===== config.mk =====
export PLATFORM = sky130hd
export DESIGN_NAME = cmd_parser
export DESIGN_NICKNAME = d
export VERILOG_FILES = /design/src/rtl/cmd_parser.sv
export SDC_FILE = /design/constraint.sdc
export NUM_CORES = 1
export LEC_CHECK = 0
export ABC_AREA = 0
export CORE_ASPECT_RATIO = 1.5
export CORE_MARGIN = 10
export CORE_UTILIZATION = 49
export CTS_CLUSTER_DIAMETER = 60
export CTS_CLUSTER_SIZE = 24
export DETAILED_ROUTE_END_ITERATION = 8
export HOLD_SLACK_MARGIN = 0.12
export MAX_ROUTING_LAYER = met4
export PLACE_DENSITY_LB_ADDON = 0.1
export REMOVE_ABC_BUFFERS = 1
export SETUP_SLACK_MARGIN = 0.3
export SLEW_MARGIN = 20
export SYNTH_ARGS = -nofsm -noshare
export SYNTH_HDL_FRONTEND = slang
export SYNTH_SLANG_ARGS = --single-unit

===== constraint.sdc =====
create_clock -name clk -period 2.2 [get_ports clk]
set_input_delay 0.44 -clock clk [delete_from_list [all_inputs] [get_ports clk]]
set_output_delay 0.44 -clock clk [all_outputs]
set_load 0.05 [all_outputs]

===== src/rtl/cmd_parser.sv =====
// Byte-stream command parser: assembles SYNC/opcode/addr/[data]/checksum frames
// into 24-bit command words for a FIFO and tracks rejected frames.
module cmd_parser #(
  parameter logic [7:0]  SYNC_BYTE     = 8'hA5,
  parameter logic [15:0] TIMEOUT_TICKS = 16'd1000
) (
  input  logic        clk,
  input  logic        rst,
  input  logic [7:0]  rx_data,
  input  logic        rx_valid,
  input  logic        baud_tick,
  input  logic        cmd_fifo_full,
  output logic [23:0] cmd_fifo_wr_data,
  output logic        cmd_fifo_wr_en,
  output logic        frame_err,
  output logic [7:0]  err_cnt,
  output logic        overflow
);

  localparam logic [7:0] OP_READ  = 8'h01;
  localparam logic [7:0] OP_WRITE = 8'h02;

  typedef enum logic [2:0] {
    S_IDLE,
    S_OPCODE,
    S_ADDR,
    S_DATA,
    S_CSUM
  } state_e;

  state_e      state_q, state_d;
  logic [7:0]  opcode_q, opcode_d;
  logic [7:0]  addr_q, addr_d;
  logic [7:0]  data_q, data_d;
  logic [15:0] tmo_q, tmo_d;
  logic        wr_en_q, wr_en_d;
  logic [23:0] wr_data_q, wr_data_d;
  logic        frame_err_q;
  logic [7:0]  err_cnt_q, err_cnt_d;
  logic        overflow_q, overflow_d;

  logic        reject;
  logic        timeout;
  logic [7:0]  csum_exp;

  // data_q is cleared on every opcode, so reads fold in 8'h00 automatically.
  assign csum_exp = opcode_q ^ addr_q ^ data_q;
  assign timeout  = (state_q != S_IDLE) && (tmo_q >= TIMEOUT_TICKS);

  // NOTE: every signal driven here gets a default first; a path that skips an
  // assignment would otherwise infer a latch.
  always_comb begin
    state_d    = state_q;
    opcode_d   = opcode_q;
    addr_d     = addr_q;
    data_d     = data_q;
    tmo_d      = tmo_q;
    wr_en_d    = 1'b0;
    wr_data_d  = wr_data_q;
    overflow_d = overflow_q;
    reject     = 1'b0;

    if (rx_valid) begin
      // An arriving byte always wins over a simultaneous timeout.
      tmo_d = '0;
      unique case (state_q)
        S_IDLE: begin
          if (rx_data == SYNC_BYTE) state_d = S_OPCODE;
        end
        S_OPCODE: begin
          if (rx_data == OP_READ || rx_data == OP_WRITE) begin
            opcode_d = rx_data;
            data_d   = '0;
            state_d  = S_ADDR;
          end else begin
            reject  = 1'b1;
            state_d = S_IDLE;
          end
        end
        S_ADDR: begin
          addr_d  = rx_data;
          state_d = (opcode_q == OP_WRITE) ? S_DATA : S_CSUM;
        end
        S_DATA: begin
          data_d  = rx_data;
          state_d = S_CSUM;
        end
        S_CSUM: begin
          state_d = S_IDLE;
          if (rx_data == csum_exp) begin
            if (cmd_fifo_full) begin
              overflow_d = 1'b1;
            end else begin
              wr_en_d   = 1'b1;
              wr_data_d = {opcode_q, addr_q, data_q};
            end
          end else begin
            reject = 1'b1;
          end
        end
        default: state_d = S_IDLE;
      endcase
    end else if (timeout) begin
      state_d = S_IDLE;
      tmo_d   = '0;
      reject  = 1'b1;
    end else if (baud_tick && state_q != S_IDLE) begin
      tmo_d = tmo_q + 16'd1;
    end
  end

  always_comb begin
    err_cnt_d = err_cnt_q;
    if (reject && err_cnt_q != 8'hFF) err_cnt_d = err_cnt_q + 8'd1;
  end

  // NOTE: sequential state uses non-blocking assignments so every register
  // samples the pre-edge values regardless of statement order.
  always_ff @(posedge clk or negedge rst) begin
    if (!rst) begin
      state_q     <= S_IDLE;
      opcode_q    <= '0;
      addr_q      <= '0;
      data_q      <= '0;
      tmo_q       <= '0;
      wr_en_q     <= 1'b0;
      wr_data_q   <= '0;
      frame_err_q <= 1'b0;
      err_cnt_q   <= '0;
      overflow_q  <= 1'b0;
    end else begin
      state_q     <= state_d;
      opcode_q    <= opcode_d;
      addr_q      <= addr_d;
      data_q      <= data_d;
      tmo_q       <= tmo_d;
      wr_en_q     <= wr_en_d;
      wr_data_q   <= wr_data_d;
      frame_err_q <= reject;
      err_cnt_q   <= err_cnt_d;
      overflow_q  <= overflow_d;
    end
  end

  assign cmd_fifo_wr_en   = wr_en_q;
  assign cmd_fifo_wr_data = wr_data_q;
  assign frame_err        = frame_err_q;
  assign err_cnt          = err_cnt_q;
  assign overflow         = overflow_q;

endmodule

## Yosys cells after proc, flatten, opt, wreduce, memory -nomap -nowiden

Index checks and enable logic that the tools add are counted.

- Register bits after elaboration: 78
- Output and inout port bits: 35

- Add/subtract/negate cells: 2
- Mux-type cells: 20
- Magnitude comparators: 1
- Equality and inequality tests: 12
- Reduce and logical (&&, ||, !) cells: 15
- Bitwise operators: 3

Operator list:

| kind | count |
|---|---|
| $mux 16 | 3 |
| $add 16x1->16 const B | 1 |
| $eq 8x2->1 const B | 2 |
| $ge 16x10->1 const B | 1 |
| $pmux 8 s2 | 1 |
| $xor 8x8->8 | 2 |
| $mux 3 | 4 |
| $pmux 3 s4 | 1 |
| $add 8x1->8 const B | 1 |
| $eq 8x1->1 const B | 1 |
| $eq 8x8->1 | 1 |
| $eq 8x8->1 const B | 1 |
| $mux 1 | 8 |
| $mux 8 | 1 |
| $ne 8x8->1 const B | 1 |
| $reduce_and 4->1 | 2 |
| $eq 3x2->1 const B | 2 |
| $reduce_and 3->1 | 2 |
| $reduce_bool 3->1 | 2 |
| $reduce_and 2->1 | 2 |
| $reduce_bool 2->1 | 2 |
| $eq 3x1->1 const B | 1 |
| $eq 3x3->1 const B | 1 |
| $logic_and 1x1->1 | 3 |
| 7 further kinds | 7 |

## Depth between registers and ports, before layout

Gate-level depths: netlist of the first run.

- Depth after elaboration: 7
- Mapped depth: 9
- Gate-level depth less buffers: 7

## Worst setup path after synthesis of the first run

OpenSTA, ideal clock, no wires.

- Kind: input-to-reg
- Start point: input rx_data[7]
- End point: register wr_data_q[10], in the netlist cmd_fifo_wr_data[10]
- Slack: 0.070 ns
- Data required time: 2.075 ns
- Buffers on the path: 1
- Stages on the path: 7
- Data arrival time: 2.005 ns
- Cell sequence: xor2_1 -> xnor2_1 -> nor4_1 -> nand2_1 -> nor3_4 -> buf_12 -> mux2_4

- Cells in the longest elaborated chain, start to end: 2

RTL lines:

| element | line | source |
|---|---|---|
| start: declaration | 9 | `input logic [7:0] rx_data,` |
| $eq 8x8->1 | 90 | `if (rx_data == csum_exp) begin` |
| $reduce_and 4->1 (no source line) | -- |  |
| end signal: assignment | 138 | `wr_data_q <= wr_data_d;` |
| end: declaration | 37 | `logic [23:0] wr_data_q, wr_data_d;` |

Every way passes these cells.
A chain may end at the register's enable or synchronous reset.

## Worst setup path in the final report of the first run

- Start point: register addr_q[6]
- End point: register wr_data_q[9], in the netlist cmd_fifo_wr_data[9]

- Cells in the longest elaborated chain, start to end: 4

RTL lines:

| element | line | source |
|---|---|---|
| start: declaration | 33 | `logic [7:0] addr_q, addr_d;` |
| start signal: assignment | 134 | `addr_q <= addr_d;` |
| $xor 8x8->8 (2 in series) | 47 | `assign csum_exp = opcode_q ^ addr_q ^ data_q;` |
| $eq 8x8->1 | 90 |  |
| $reduce_and 4->1 (no source line) | -- |  |

Every way passes these cells.

==> key figures, run 1 <==
Run status
  • Status: complete, but fails checks
  • Failing checks: setup timing

Worst setup path
  • Critical Path Max Stage Delay: 0.42 ns
  • CP arrival: 2.50 ns
  • Crit Path Class: reg2reg
  • CP delay by family, top: simple AND/OR/NAND/NOR gates
  • Req. time, crit path: 2.44 ns
  • Crit end category: flip-flop
  • Critical path buffer and inverter count: 2
  • Crit-path max FO: 6
  • Worst setup SP type: flip-flop
  • Slowest-stage cell, CP: dfrtp_1
  • Critical-path cell list: xor2_2 > xnor2_1 > nor4_2 > nand2_1 > nor3_4 > buf_6 > clkbuf_16 > mux2_4

Synthesis
  • Synthesized cell area: 3540 um2
  • Cells after Synth: 293
  • Mean Syn Cell Area: 12.1 um2
  • Syn. warnings: 0
  • Post-synthesis cell type count: 36
  • Synth area leaders: dfrtp_1 (55%), mux2_4 (8.1%), xnor2_1 (5.7%), mux2_2 (5.1%), xor2_1 (4.0%)
  • Top cell type's share of synthesized area: 0.551
  • Fraction of the yosys area taken by sequential cells: 0.551
  • Synth area leader: dfrtp_1
  • FF+latch count, synth: 78

Floorplan
  • Initial Util: 0.510
  • Number of I/O pins: 48
  • Core area: 6940 um2
  • # rows: 37
  • Die Area: 11100 um2
  • Die outline height: 124 um
  • Die width: 89.4 um

Layout
  • Most frequent cells in the layout: dfrtp_1 (77), buf_4 (40), dlygate4sd2_1 (38)
  • Area Growth Syn to Fin: 36.4%
  • Share of layout cells above drive strength 1: 0.333
  • NumNets Final: 409
  • ANT cells: 0
  • Fin cells: 474
  • Most common cell after layout, fill and taps aside: dfrtp_1

Timing
  • Least-Margin Pin Slew: 0.513 ns
  • Final worst slack: -0.0592 ns
  • Slew Limit Fails: 0
  • RSZ-0062 raised after global routing: true
  • Max Clock Freq: 443 MHz
  • Crit share post-route: 1.03
  • Fin. Hold Viols: 0
  • Final setup violating endpoints: 24
  • Clock Skews: 0.0102 ns
  • Tmin final: 2.26 ns
  • Rel. slew slack: 0.658
  • Hold slack: 0.407 ns

CTS
  • Clock tree buffer depth: 2
  • Number of buffers created by CTS: 9
  • Reg clk slew, reported paths: 0.08 ns
  • TritonCTS clock tree: yes
  • CTS sink cnt: 78
  • Skew-Pair Late Insertion Delay: 0.36 ns
  • Root buf cell: clkbuf_8
  • CTS H-tree depth: 3

Power and ir drop
  • Share of total power in the clock network: 0.313
  • Switch share: 0.298
  • Gate power share: 0.188
  • Pint: 2.24 mW
  • Seq pwr share: 0.499
  • Switch Pwr: 0.955 mW
  • Max IR drop VDD: 0.000615 V
  • Leakage power: 2.41 nW
  • Power density cells: 662 nW/um2

Placed design
  • Port Buffers: 47
  • Placed insts: 442
  • Gp weighted congestion: 0.871
  • Hpwl dp: 5.54 mm

GRT
  • Busiest grt layer: met2
  • Number of global-route vias before repair: 2606
  • Met1 Use GR: 0.192
  • First-pass GRT wire length: 13.3 mm
  • Total Routing Usage GR: 0.163
  • Initial antenna violation count: 0
  • Largest net degree at the start of global routing: 32
  • Overflow after GRT: 0
  • Met3 Use GR: 0.0261
  • Routing usage on met2: 0.259

Detailed routing
  • Via Count: 2499
  • Routed wire length: 8.38 mm
  • Drt drc: 0
  • Iteration-0 DRC Markers: 101
  • DR vias/cell: 5.27
  • Antenna-violating nets left: 0
  • DR pass1 iterations: 4
  • WL per Instance: 17.7 um

Min path
  • Worst min-delay path category: in2reg

Run
  • Max cap viols: 0
==> per-layer routing <==
metal  vias to the layer above  wire length, um
met5                         -                0
met4                         0              193
met2                        46             4450
li1                       1210                -
met1                      1229             3520
met3                        14              219
==> per-stage QoR <==
stage	TNS [ns]	power, mW	cell area [um2]	worst slack, ns	utilization
floorplan	-8.96	1.95	3480	-0.421	-
global placement	-18.92	2.20	4320	-0.496	0.621
detailed placement	-20.73	2.21	4320	-0.567	0.621
CTS	0	3.18	4640	0.00280	0.668
global route	-3.94	3.35	4830	-0.187	0.696
finish	-0.937	3.20	4830	-0.0592	0.696
==> power by group through the flow <==
stage          Clock, mW  Sequential, mW  Combinational [mW]
6_report            1.00            1.60               0.600
5_1_grt             1.09            1.62               0.644
4_1_cts             1.03            1.59               0.562
3_5_place_dp           0            1.62               0.588
3_3_place_gp           0            1.62               0.581
2_1_floorplan          0            1.80               0.156
==> layout make-up <==
cell class | count | area [um2]
fill | 515 | 2110
tap | 78 | 97.6
sequential | 78 | 1950
timing repair buffer | 98 | 902
inverter | 4 | 15.0
clock inverter | 2 | 35.0
multi-input combinational | 202 | 1700
clock buffer | 12 | 135
==> worst reg2reg max path, cell delays in order (launching register included) <==
cell       delay [ns]
dfrtp_1          0.42
xor2_2           0.20
xnor2_1          0.15
nor4_2           0.38
nand2_1          0.17
nor3_4           0.23
buf_6            0.16
clkbuf_16        0.15
mux2_4           0.29
==> registers in the layout, summed over array words and instances (netlist names), 3 cells and up <==
signal / cells
addr_q: 8
data_q: 8
err_cnt: 8
tmo_q: 16
state_q: 3
cmd_fifo_wr_data: 24
opcode_q: 8
==> cell families (layout without fill, tap and decap cells) <==
group,after synthesis,after routing,share of synthesized area
adders and majority gates,3,3,0.0106
AOI/OAI and AO/OA,30,30,0.0523
xor gates and xnor gates,39,39,0.0964
DFF,78,78,0.551
buffers and inverters,13,116,0.0230
and+or+nand+nor,95,95,0.136
muxes,35,35,0.131
==> worst paths after layout <==
kind,startpoint,to,slack [ns],cells after the start
max,addr_q[6],cmd_fifo_wr_data[9],-0.06,8
min,rx_data[4],data_q[4],0.41,3
max reg2reg,addr_q[6],cmd_fifo_wr_data[9],-0.06,8
min reg2reg,overflow,overflow,0.46,1
max in group asynchronous,rst,state_q[1],1.01,3
min in group asynchronous,rst,cmd_fifo_wr_data[12],0.55,2
==> synth_stat cells, drive strengths merged <==
cell type  count
or3            3
a41oi          2
a21boi         1
nor2          28
nand2b         1
mux2          35
xor2          16
dfrtp         78
clkbuf         7
and2           8
nor4           5
and4b          1
and4           1
o41ai          1
o21ai         11
nor2b          1
nand2         25
inv            4
a21o           2
a31oi          4
o211ai         2
nand4          8
nor3b          1
nor3           2
and3           4
nand4b         1
nand3          6
a21oi          5
ha             3
o21a           1
xnor2         23
a22o           1
buf            2
==> what timing repair did <==
item	4_1_cts	5_1_grt
gates cloned	2	1
gates resized for setup	64	51
pin swaps	8	17
endpoints found under the hold margin	28	0
endpoints found under the setup margin	90	49
setup buffers	8	6
hold buffers	1	0
(Power assumes the default switching activity.)
==> run 2, diff against run 1 <==
--- a/config.mk
+++ b/config.mk
@@ -8,7 +8,7 @@
 export ABC_AREA = 0
 export CORE_ASPECT_RATIO = 1.5
 export CORE_MARGIN = 10
-export CORE_UTILIZATION = 49
+export CORE_UTILIZATION = 40
 export CTS_CLUSTER_DIAMETER = 60
 export CTS_CLUSTER_SIZE = 24
 export DETAILED_ROUTE_END_ITERATION = 8
==> run 2 against run 1 <==
Net effect: the flow still finishes with violations (setup timing); count of clock-buffer cells in the layout unchanged; via count up 0.88%; register-to-register slack better by 0.02 ns; sequential power about the same; largest cell class unchanged.
==> key figures, run 2 (synthesized netlist as in run 1, its figures left out) <==
Worst setup path
  • Worst R2R Path Depth: 9
  • Reg-to-reg setup timing slack: -0.03 ns
  • Worst setup SP type: flip-flop
  • CP arrival: 2.45 ns
  • Req. time, crit path: 2.42 ns
  • Crit Path Class: reg2reg
  • Crit-path max FO: 5
  • Worst setup path endpoint: cmd_fifo_wr_data[8]
  • Reg-to-Reg End: cmd_fifo_wr_data[8]
  • CP startpoint: data_q[6]
  • Crit end category: flip-flop
  • Reg2reg start: data_q[6]

Power and ir drop
  • Max IR drop VDD: 0.000740 V
  • Leakage power: 2.52 nW
  • Power density cells: 733 nW/um2

CTS
  • Reg clk slew, reported paths: 0.06 ns
  • CTS H-tree depth: 3
  • CTS sink cnt: 78
  • Number of buffers created by CTS: 9
  • Root buf cell: clkbuf_16
  • Clock tree buffer depth: 2
  • Skew-Pair Late Insertion Delay: 0.33 ns
  • TritonCTS clock tree: yes

Detailed routing
  • DR pass1 iterations: 4
  • Via Count: 2521
  • Iteration-0 DRC Markers: 103
  • Highest metal used: met4
  • DR vias/cell: 4.88
  • Routed wire length: 8.45 mm
  • DR WL met3: 243 um
  • Met1 WL: 3.66 mm
  • Antenna-violating nets left: 0
  • Drt drc: 0
  • Met2 Routed Length: 4.38 mm
  • WL per Instance: 16.3 um

Timing
  • Final setup violating endpoints: 24
  • Hold slack: 0.402 ns
  • Least-Margin Pin Slew: 0.517 ns
  • Clock Skews: 0.00447 ns
  • Rel. slew slack: 0.657
  • Fin. Hold Viols: 0
  • Final worst slack: -0.0346 ns
  • Max Clock Freq: 448 MHz
  • Crit share post-route: 1.02
  • Tmin final: 2.23 ns
  • Slew Limit Fails: 0
  • RSZ-0062 raised after global routing: true

GRT
  • Total Routing Usage GR: 0.134
  • Initial antenna violation count: 0
  • Overflow after GRT: 0
  • Largest net degree at the start of global routing: 45
  • First-pass GRT wire length: 13.9 mm
  • Number of global-route vias before repair: 2710

Floorplan
  • Die Area: 13100 um2
  • Die width: 96.9 um
  • Core area: 8720 um2
  • # rows: 42
  • Initial Util: 0.406
  • Number of I/O pins: 48
  • Die outline height: 135 um

Min path
  • Worst min-delay path category: in2reg

Layout
  • Fin area: 5060 um2
  • Most common cell after layout, fill and taps aside: dfrtp_1
  • Share of layout cells above drive strength 1: 0.334
  • ANT cells: 0
  • NumNets Final: 418
  • Most frequent cells in the layout: dfrtp_1 (77), buf_4 (47), dlygate4sd2_1 (38)
  • Area Growth Syn to Fin: 42.8%
  • Largest register FFs: 24

Placed design
  • Port Buffers: 47
  • Gp weighted congestion: 0.775
  • Hpwl dp: 5.68 mm
  • DP Area: 4440 um2

Run
  • Max cap viols: 0

Run status
  • Status: complete, but fails checks
  • Failing checks: setup timing
## run 2: per-layer routing
| metal | vias up | global-route usage |
|---|---|---|
| li1 | 1231 | - |
| met1 | 1236 | 0.154 |
| met2 | 39 | 0.220 |
| met3 | 15 | 0.0240 |
| met4 | 0 | 0.0699 |
| met5 | - | - |
## run 2: metrics by stage
stage / std cells / utilization / TNS (ns) / worst slack [ns] / power [mW]
final: 517 / 0.580 / -0.358 / -0.0346 / 3.71
after global routing: 517 / 0.580 / -2.57 / -0.120 / 3.86
after CTS: 509 / 0.561 / -0.0563 / -0.0153 / 3.71
after detailed placement: 485 / 0.509 / -29.59 / -0.836 / 2.22
after global placement: 485 / 0.509 / -29.12 / -0.806 / 2.22
after floorplan: 284 / - / -8.96 / -0.421 / 1.95
## run 2: worst min path at each step
| stage | startpoint | end | slack [ns] | depth (start not counted) |
|---|---|---|---|---|
| floorplan | rst | addr_q[0] | 0.14 | 0 |
| global placement | rst | addr_q[6] | 0.43 | 1 |
| detailed placement | rst | cmd_fifo_wr_data[14] | 0.43 | 1 |
| CTS | rx_data[1] | addr_q[1] | 0.40 | 2 |
| global route | rx_data[1] | addr_q[1] | 0.42 | 2 |
| finish | rx_data[1] | addr_q[1] | 0.40 | 2 |
## run 2: layout make-up
type                    count  area, um2
inverters                   4       15.0
repair buffers            107        981
fillers                   778       3660
clock buffers              12        256
flip-flops and latches     78       1950
clock inverters             4       45.0
multi-input cells         202       1670
well taps                 110        138
## run 2: power by group
group          internal, mW  switching [mW]
Combinational         0.234           0.382
Clock                 0.934           0.555
Sequential             1.51          0.0945
## run 2: what timing repair did
item,CTS,global route
hold buffers,1,0
setup endpoints to repair,92,46
pin swaps,17,21
cloned,1,2
setup buffers,6,6
hold endpoints to repair,34,0
gates resized for setup,96,16
## run 2: worst max-delay path: stages (launching register included)
cell and delay, ns:
dfrtp_1 0.39, xor2_1 0.18, xnor2_1 0.16, nor4_2 0.28, buf_4 0.18, nand2_4 0.06
nor3_4 0.25, buf_6 0.16, clkbuf_16 0.15, mux2_4 0.30
==> run 3, diff against run 2 <==
--- a/config.mk
+++ b/config.mk
@@ -6,6 +6,8 @@
 export NUM_CORES = 1
 export LEC_CHECK = 0
 export ABC_AREA = 0
+export CELL_PAD_IN_SITES_DETAIL_PLACEMENT = 1
+export CELL_PAD_IN_SITES_GLOBAL_PLACEMENT = 1
 export CORE_ASPECT_RATIO = 1.5
 export CORE_MARGIN = 10
 export CORE_UTILIZATION = 40
==> run 3 against run 2 <==
Net effect: the flow still finishes with violations (setup timing); largest power group is now clock; via count grew 6.9%; power rose by 5.6%; sequential share of layout area shrank 0.85 points; sequential power about the same; combinational power grew 6.5%.
==> key figures, run 3 (synthesized netlist as in run 1, its figures left out) <==
Timing
  • Final setup violating endpoints: 16
  • TNS Setup: -0.631 ns
  • Max Clock Freq: 444 MHz
  • Slew Limit Fails: 0
  • Tmin final: 2.25 ns
  • RSZ-0062 raised after global routing: true
  • Final worst slack: -0.0534 ns
  • Clock Skews: 0.00664 ns
  • Rel. slew slack: 0.664
  • Fin. Hold Viols: 0
  • Hold slack: 0.441 ns
  • Crit share post-route: 1.02
  • Least-Margin Pin Slew: 0.506 ns

Min path
  • WHS Path Cells: 3
  • Worst min-delay path category: in2reg
  • Hold Path End: data_q[4]
  • Hold path startpoint: rx_data[4]

CTS
  • Skew-Pair Late Insertion Delay: 0.34 ns
  • CTS sink cnt: 78
  • Reg clk slew, reported paths: 0.06 ns
  • TritonCTS clock tree: yes
  • CTS H-tree depth: 3
  • Clock tree buffer depth: 2
  • Number of buffers created by CTS: 9
  • Root buf cell: clkbuf_16

Layout
  • Most common cell after layout, fill and taps aside: dfrtp_1
  • NumNets Final: 426
  • Most frequent cells in the layout: dfrtp_1 (76), buf_4 (56), dlygate4sd2_1 (37)
  • ANT cells: 0
  • Area Growth Syn to Fin: 46.1%
  • Share of layout cells above drive strength 1: 0.376
  • Largest register FFs: 24
  • # fillers: 937
  • Fin area: 5180 um2

Worst setup path
  • Critical Path Max Stage Delay: 0.39 ns
  • Worst R2R Path Depth: 8
  • Req. time, crit path: 2.42 ns
  • Crit Path Class: reg2reg
  • Critical-path cell list: xnor2_1 > xnor2_1 > nor4_4 > nand2_2 > nor3_4 > buf_6 > buf_16 > mux2_4
  • Reg2reg start: addr_q[1]
  • CP arrival: 2.47 ns
  • Crit end category: flip-flop
  • Crit-path max FO: 7
  • Slowest-stage cell, CP: dfrtp_1
  • Reg-to-reg setup timing slack: -0.05 ns
  • Worst setup SP type: flip-flop
  • Reg-to-Reg End: cmd_fifo_wr_data[17]
  • Most used cell, CP: xnor2_1

GRT
  • Routing usage on met2: 0.259
  • First-pass GRT wire length: 15.6 mm
  • Largest net degree at the start of global routing: 35
  • Total Routing Usage GR: 0.154
  • Met1 Use GR: 0.166
  • Overflow after GRT: 0
  • Busiest grt layer: met2
  • Met3 Use GR: 0.0373
  • Initial antenna violation count: 0
  • Number of global-route vias before repair: 2947

Placed design
  • Gp weighted congestion: 0.773
  • DP Area: 4420 um2
  • Hpwl dp: 6.51 mm
  • Port Buffers: 47

Detailed routing
  • DR vias/cell: 5.13
  • Iteration-0 DRC Markers: 42
  • WL per Instance: 19.3 um
  • Drt drc: 0
  • Routed wire length: 10.1 mm
  • Antenna-violating nets left: 0
  • DR pass1 iterations: 4
  • Via Count: 2695

Floorplan
  • # rows: 42
  • Initial Util: 0.406
  • Die width: 96.9 um
  • Core area: 8720 um2
  • Number of I/O pins: 48
  • Die Area: 13100 um2
  • Die outline height: 135 um

Power and ir drop
  • Power density cells: 756 nW/um2
  • Design Power: 3.92 mW
  • Max IR drop VDD: 0.000612 V
  • Leakage power: 2.61 nW

Run
  • Max cap viols: 0

Run status
  • Status: complete, but fails checks
  • Failing checks: setup timing
==> run 3: stage by stage <==
stage | cells | utilization | setup slack (ns)
global placement | 484 | 0.506 | -0.552
finish | 525 | 0.594 | -0.0534
global route | 525 | 0.594 | -0.159
detailed placement | 484 | 0.506 | -0.585
floorplan | 284 | - | -0.421
CTS | 515 | 0.571 | 0.0601
==> run 3: worst max-delay path by stage <==
stage	cells past startpoint	slack, ns	start	endpoint
floorplan	6	-0.42	rx_data[7]	cmd_fifo_wr_data[0]
global placement	9	-0.55	rx_data[6]	err_cnt[1]
detailed placement	8	-0.59	rx_data[4]	cmd_fifo_wr_data[4]
CTS	8	0.06	data_q[3]	cmd_fifo_wr_data[17]
global route	8	-0.16	addr_q[7]	cmd_fifo_wr_data[22]
finish	8	-0.05	addr_q[1]	cmd_fifo_wr_data[17]
==> run 3: layer usage <==
metal,up-vias,share of wire
met1,1383,0.41
li1,1242,-
met3,17,0.030
met5,-,0
met4,0,0.026
met2,53,0.54
==> run 3: cell type report <==
| class | instances | area (um2) | area share |
|---|---|---|---|
| timing repair buffer | 115 | 983 | 0.190 |
| multi-input combinational | 202 | 1750 | 0.338 |
| sequential | 78 | 1950 | 0.377 |
| clock buffer | 13 | 270 | 0.0522 |
| tap | 110 | 138 | 0.0266 |
| clock inverter | 3 | 65.1 | 0.0126 |
| inverter | 4 | 15.0 | 0.00290 |
==> run 3: report_power, final <==
group          switching (mW)  total (mW)  internal (mW)
Clock                   0.575        1.66           1.09
Sequential             0.0923        1.60           1.51
Combinational           0.408       0.656          0.249
==> run 3: worst max-delay path: cells and delay by family, from the launching register on <==
kind                      cells  cell delay [ns]
DFF                           1             0.39
muxes                         1             0.30
xor gates and xnor gates      2             0.39
and+or+nand+nor               3             0.77
buffers and inverters         2             0.28
==> run 3: timing repair <==
item	CTS	global route
gates cloned	1	0
buffers inserted	13	10
gates resized for setup	97	24
pin swaps	21	21
hold endpoints to repair	31	0
hold buffers	1	0
setup endpoints to repair	90	58
